$ cat src/rtl/rmii_pkg.sv
// Shared RMII definitions for the receive and transmit converters.
package rmii_pkg;

  typedef enum logic [2:0] {
    ST_DISCARD,
    ST_IDLE,
    ST_ALIGN,
    ST_DATA,
    ST_FLUSH
  } rmii_rx_state_t;

  localparam logic [1:0] RMII_DIBIT_IDLE      = 2'b00;
  localparam int         RMII_DIBITS_PER_BYTE = 4;

endpackage

$ cat src/rtl/rmii_to_axis_shifter.sv
// Dibit-to-byte assembler: LSB dibit first, byte-complete strobe on the 4th dibit.
module rmii_dibit_shifter
  import rmii_pkg::*;
(
  input  logic       clock,
  input  logic       i_clear,
  input  logic       i_shift,
  input  logic [1:0] i_dibit,
  output logic [1:0] o_count,
  output logic [7:0] o_byte,
  output logic       o_done
);

  localparam logic [1:0] LAST_IDX = 2'(RMII_DIBITS_PER_BYTE - 1);

  logic [1:0] r_count;
  logic [7:0] r_byte;
  logic [7:0] w_byte;

  // o_byte already includes the dibit being sampled, so it is complete with o_done
  always_comb begin
    w_byte = r_byte;
    w_byte[{r_count, 1'b0} +: 2] = i_dibit;
  end

  always_ff @(posedge clock) begin
    if (i_clear) begin
      r_count <= 2'd0;
    end else if (i_shift) begin
      r_count <= r_count + 2'd1;
    end
  end

  always_ff @(posedge clock) begin
    if (i_shift) begin
      r_byte <= w_byte;
    end
  end

  assign o_count = r_count;
  assign o_byte  = w_byte;
  assign o_done  = i_shift && (r_count == LAST_IDX);

endmodule

$ cat src/rtl/rmii_to_axis.sv
// RMII receive to 8-bit AXI4-Stream; one pending byte lets tlast ride on the final beat.
module rmii_to_axis (
  input  logic       clock,
  input  logic       reset,
  input  logic [1:0] rmii_d,
  input  logic       rmii_crs_dv,
  input  logic       rmii_er,
  output logic [7:0] maxis_tdata,
  output logic       maxis_tvalid,
  input  logic       maxis_tready,
  output logic       maxis_tlast,
  output logic       maxis_tuser
);
  import rmii_pkg::*;

  rmii_rx_state_t r_state;
  rmii_rx_state_t w_state_nxt;

  logic [7:0] r_pend;
  logic       r_pend_vld;
  logic       r_err;

  logic       w_shift;
  logic       w_clear;
  logic       w_done;
  logic [1:0] w_count;
  logic [7:0] w_byte;
  logic       w_free;
  logic       w_load;
  logic       w_load_last;
  logic       w_load_user;
  logic       w_err_clr;
  logic       w_err_set;

  assign w_free  = !maxis_tvalid || maxis_tready;
  assign w_shift = rmii_crs_dv &&
                   ((r_state == ST_ALIGN && rmii_d != RMII_DIBIT_IDLE) || r_state == ST_DATA);
  assign w_clear = reset || !(r_state == ST_ALIGN || r_state == ST_DATA);

  rmii_dibit_shifter u_shifter (
    .clock   (clock),
    .i_clear (w_clear),
    .i_shift (w_shift),
    .i_dibit (rmii_d),
    .o_count (w_count),
    .o_byte  (w_byte),
    .o_done  (w_done)
  );

  always_ff @(posedge clock) begin
    if (reset) begin
      r_state <= ST_DISCARD;
    end else begin
      r_state <= w_state_nxt;
    end
  end

  always_comb begin
    w_state_nxt = r_state;
    w_load      = 1'b0;
    w_load_last = 1'b0;
    w_load_user = 1'b0;
    w_err_clr   = 1'b0;
    w_err_set   = 1'b0;
    unique case (r_state)
      ST_DISCARD: begin
        if (!rmii_crs_dv) w_state_nxt = ST_IDLE;
      end
      ST_IDLE: begin
        if (rmii_crs_dv) begin
          w_state_nxt = ST_ALIGN;
          w_err_clr   = 1'b1;
        end
      end
      ST_ALIGN: begin
        if (!rmii_crs_dv) begin
          w_state_nxt = ST_IDLE;
        end else begin
          w_err_set = rmii_er;
          if (w_shift) w_state_nxt = ST_DATA;
        end
      end
      ST_DATA: begin
        if (rmii_crs_dv) begin
          w_err_set = rmii_er;
          if (w_done && r_pend_vld) begin
            // a full output register means this byte is lost: flag the frame
            if (w_free) w_load = 1'b1;
            else        w_err_set = 1'b1;
          end
        end else begin
          w_err_set = rmii_er || (w_count != 2'd0);
          if (!r_pend_vld) begin
            w_state_nxt = ST_IDLE;
          end else if (w_free) begin
            w_load      = 1'b1;
            w_load_last = 1'b1;
            w_load_user = r_err || w_err_set;
            w_state_nxt = ST_IDLE;
          end else begin
            w_state_nxt = ST_FLUSH;
          end
        end
      end
      ST_FLUSH: begin
        if (w_free) begin
          w_load      = 1'b1;
          w_load_last = 1'b1;
          w_load_user = r_err;
          w_state_nxt = rmii_crs_dv ? ST_DISCARD : ST_IDLE;
        end
      end
      default: w_state_nxt = ST_DISCARD;
    endcase
  end

  always_ff @(posedge clock) begin
    if (reset) begin
      r_pend_vld <= 1'b0;
      r_err      <= 1'b0;
    end else begin
      if (w_err_clr)      r_err <= 1'b0;
      else if (w_err_set) r_err <= 1'b1;
      if (w_err_clr)      r_pend_vld <= 1'b0;
      else if (w_done)    r_pend_vld <= 1'b1;
    end
  end

  always_ff @(posedge clock) begin
    if (w_done) r_pend <= w_byte;
  end

  always_ff @(posedge clock) begin
    if (reset) begin
      maxis_tvalid <= 1'b0;
      maxis_tdata  <= 8'd0;
      maxis_tlast  <= 1'b0;
      maxis_tuser  <= 1'b0;
    end else if (w_load) begin
      maxis_tvalid <= 1'b1;
      maxis_tdata  <= r_pend;
      maxis_tlast  <= w_load_last;
      maxis_tuser  <= w_load_user;
    end else if (maxis_tready) begin
      maxis_tvalid <= 1'b0;
    end
  end

endmodule

$ cat config.mk
export PLATFORM = sky130hd
export DESIGN_NAME = rmii_to_axis
export DESIGN_NICKNAME = d
export VERILOG_FILES = /design/src/rtl/rmii_pkg.sv /design/src/rtl/rmii_to_axis_shifter.sv /design/src/rtl/rmii_to_axis.sv
export SDC_FILE = /design/constraint.sdc
export NUM_CORES = 1
export LEC_CHECK = 0
export ABC_AREA = 1
export BUFFER_PORTS_ARGS = -buffer_cell sky130_fd_sc_hd__buf_2
export CAP_MARGIN = 20
export CORE_MARGIN = 3
export CORE_UTILIZATION = 52
export CTS_CLUSTER_DIAMETER = 30
export DETAILED_ROUTE_END_ITERATION = 12
export PLACE_DENSITY = 0.75
export SLEW_MARGIN = 20
export SYNTH_ARGS = -nofsm -noshare
export SYNTH_HDL_FRONTEND = slang
export SYNTH_SLANG_ARGS = --single-unit
$ cat constraint.sdc
create_clock -name clock -period 1.45 [get_ports clock]
set_input_delay 0 -clock clock [delete_from_list [all_inputs] [get_ports clock]]
set_output_delay 0 -clock clock [all_outputs]
set_load 0.02 [all_outputs]
==> flow_summary.ini <==
[outcome]
status = complete, no violations

[timing]
min_period_ns = 1.373
maxClockFrequency_mhz = 728.4
period_share = 0.9468
final-hold-violation-count = 0
maxSlewViolCount = 0
relSlewSlack = 0.8236
hold_ws_ns = 0.02044
max_slew.worst_pin.slew_ns = 0.2646
setup_slack_ns = 0.07721
finalSetupViolations = 0
fin_tns_setup_ns = 0
finClkSkew_ns = 0.01801

[floorplanning]
die_w_um = 63.06
initial_core_util = 0.5500
core_area_mm2 = 0.003078
row_count = 20
ios = 18
die_height_um = 63.06
die_area_mm2 = 0.003976

[placed_design]
dpl.cell_count = 266
io_buffers = 17
dp_slack_ns = -0.04648
hpwl_mm = 2.219
place_congestion = 0.8736

[synth]
yosysWarnings = 0
synth_fp_nets = 212
synth_top_family_by_area = simple AND/OR/NAND/NOR gates
synthDistinctLibCells = 24
syn_inst = 201
seq_area_frac_synth = 0.4967
syn_area_per_cell_um2 = 8.422
synth_compound_area_frac = 0.09682
synthXorXnorAreaFrac = 0
ys_ff_latch = 34
synthMuxAreaShare = 0
synth-simple-area-share = 0.2786
yosys.area_share.adder = 0.02956
syn-cell-area_mm2 = 0.001693

[layout]
final_cell_mix = nand2_1 (41), inv_1 (30), nor2_1 (22), nand3_1 (21), buf_2 (17)
syn2layout_area_growth_pct = 20.25
utilization = 0.6614
diodes = 0
fin_nets = 245
stdcell_count = 279
final_common_cell = nand2_1
layout-drive-gt1-share = 0.2851

[setup_path]
critPathKind = flip-flop to flip-flop
cp.required_ns = 1.68
r2r_cells = 8
endpoint_kind = flip-flop
critPathMaxFanout = 6
r2r_slack_ns = 0.08
rr_endpoint = maxis_tdata[0]
timing.rr.start = r_state[1]
cp.arrival_ns = 1.61
critPathLaunchType = flip-flop

[worst_hold_path]
whs_path_depth = 4
min_path_type = input pin to flip-flop
min_to = r_pend_vld
worstHoldStart = rmii_crs_dv

[route]
wl_per_cell_um = 11.35
firstDrtPassIters = 4
drt_iter0_drc = 121
routed_wirelength_mm = 3.166
vias = 1333
via_per_inst = 4.778
ant_nets = 0
drc = 0

[clock_tree]
cts_tree = built
htreeDepth = 2
cts_buffer_depth = 2
clockRootBuffer = clkbuf_4
cts.clk_slew.worst_paths_ns = 0.10
clock_latency_ns = 0.34
cts_sinks = 34
cts_buffers = 5

[global_route]
antenna_found_initial = 0
grt_pass1_vias = 1261
grt_pass1_wl_mm = 5.464
grt_start_max_net_pins = 21
grt_overflow_total = 0
grt_usage = 0.1763

[power_and_ir_drop]
ir_drop_mv = 1.050
power.density_mw_per_mm2 = 1410
leakage_nw = 0.9194

[job]
cap_violations = 0
## cell type report
| class | instances | area (um^2) |
|---|---|---|
| fill | 262 | 1042 |
| sequential | 34 | 852.1 |
| multi-input combinational | 128 | 710.7 |
| timing repair buffer | 30 | 235.2 |
| inverter | 35 | 133.9 |
| tap | 44 | 55.05 |
| clock buffer | 8 | 48.80 |
## report_power, final
group / total, mW / internal [mW] / switching [mW] / leakage [nW]
sequential: 1.31 / 1.20 / 0.117 / 0.294
clock: 0.497 / 0.193 / 0.304 / 0.0265
combinational: 1.06 / 0.425 / 0.635 / 0.599
total: 2.87 / 1.82 / 1.06 / 0.919
## per-layer routing
| metal | track usage | part of all wire | vias up |
|---|---|---|---|
| met2 | 0.2754 | 0.46 | 30 |
| met5 | 0 | 0 | - |
| met4 | 0.06336 | 0.016 | 0 |
| met3 | 0.05882 | 0.060 | 5 |
| met1 | 0.2273 | 0.47 | 587 |
| li1 | - | - | 711 |
## through the flow
step / total power, mW / cell area, um^2
after floorplan: 2.052 / 1693
after global placement: 2.318 / 1871
after detailed placement: 2.334 / 1871
after CTS: 2.838 / 1968
after global routing: 3.104 / 2036
final: 2.871 / 2036
## flip-flops by register name, indices dropped and copies added, names as in the netlist
register,flops
u_shifter.o_count,2
maxis_tlast,1
r_pend,8
r_state,3
maxis_tdata,8
r_pend_vld,1
u_shifter.r_byte,8
maxis_tuser,1
maxis_tvalid,1
r_err,1
## critical path, cell delays in order, from the launching register on
cell and delay [ns]:
dfxtp_4 0.39, inv_2 0.06, nor2_2 0.12, nand3_2 0.12, nand2_4 0.11, nand3_4 0.13, buf_4 0.18, a21oi_2 0.10
nor2_1 0.06
## worst max-delay path by stage
| stage | start | end | depth (start not counted) |
|---|---|---|---|
| finish | r_state[1] | maxis_tdata[0] | 8 |
| global route | r_state[1] | maxis_tdata[0] | 8 |
| CTS | u_shifter.o_count[0] | r_pend[7] | 5 |
| detailed placement | r_state[0] | maxis_tdata[0] | 8 |
| global placement | r_state[0] | maxis_tdata[7] | 7 |
| floorplan | r_state[1] | maxis_tdata[0] | 8 |
## repair_timing
| item | in CTS | in global routing |
|---|---|---|
| hold buffers | 1 | 0 |
| setup endpoints to repair | 17 | 32 |
| hold endpoints to repair | 2 | 0 |
| buffers inserted | 3 | 0 |
| gates cloned | 0 | 1 |
| pin swaps | 0 | 3 |
| resized for setup | 2 | 16 |
## cells by family after synthesis
logic type	Yosys count
buffers and inverters	39
AND/OR/NAND/NOR	99
AO/OA/AOI/OAI	25
flip-flops	34
adder cells (fa/ha/maj)	4
## Yosys cell counts
cell type | n | area, um^2
nand2_1 | 41 | 153.9
inv_1 | 33 | 123.9
nor2_1 | 23 | 86.33
nand3_1 | 21 | 105.1
dfxtp_1 | 18 | 360.4
edfxtp_1 | 16 | 480.5
a21oi_2 | 7 | 61.31
a21oi_1 | 6 | 30.03
o21ai_0 | 5 | 25.02
ha_1 | 4 | 50.05
o22ai_1 | 4 | 25.02
nor2_2 | 3 | 18.77
nor2_4 | 3 | 33.78
buf_6 | 2 | 22.52
inv_2 | 2 | 7.510
nand2_2 | 2 | 12.51
nand3_2 | 2 | 20.02
nand4_1 | 2 | 12.51
o31ai_1 | 2 | 15.01
a211oi_1 | 1 | 7.510
buf_2 | 1 | 5.000
buf_4 | 1 | 7.510
nand2_4 | 1 | 11.26
nand3_4 | 1 | 17.52
Power figures use the tool's default switching activity.
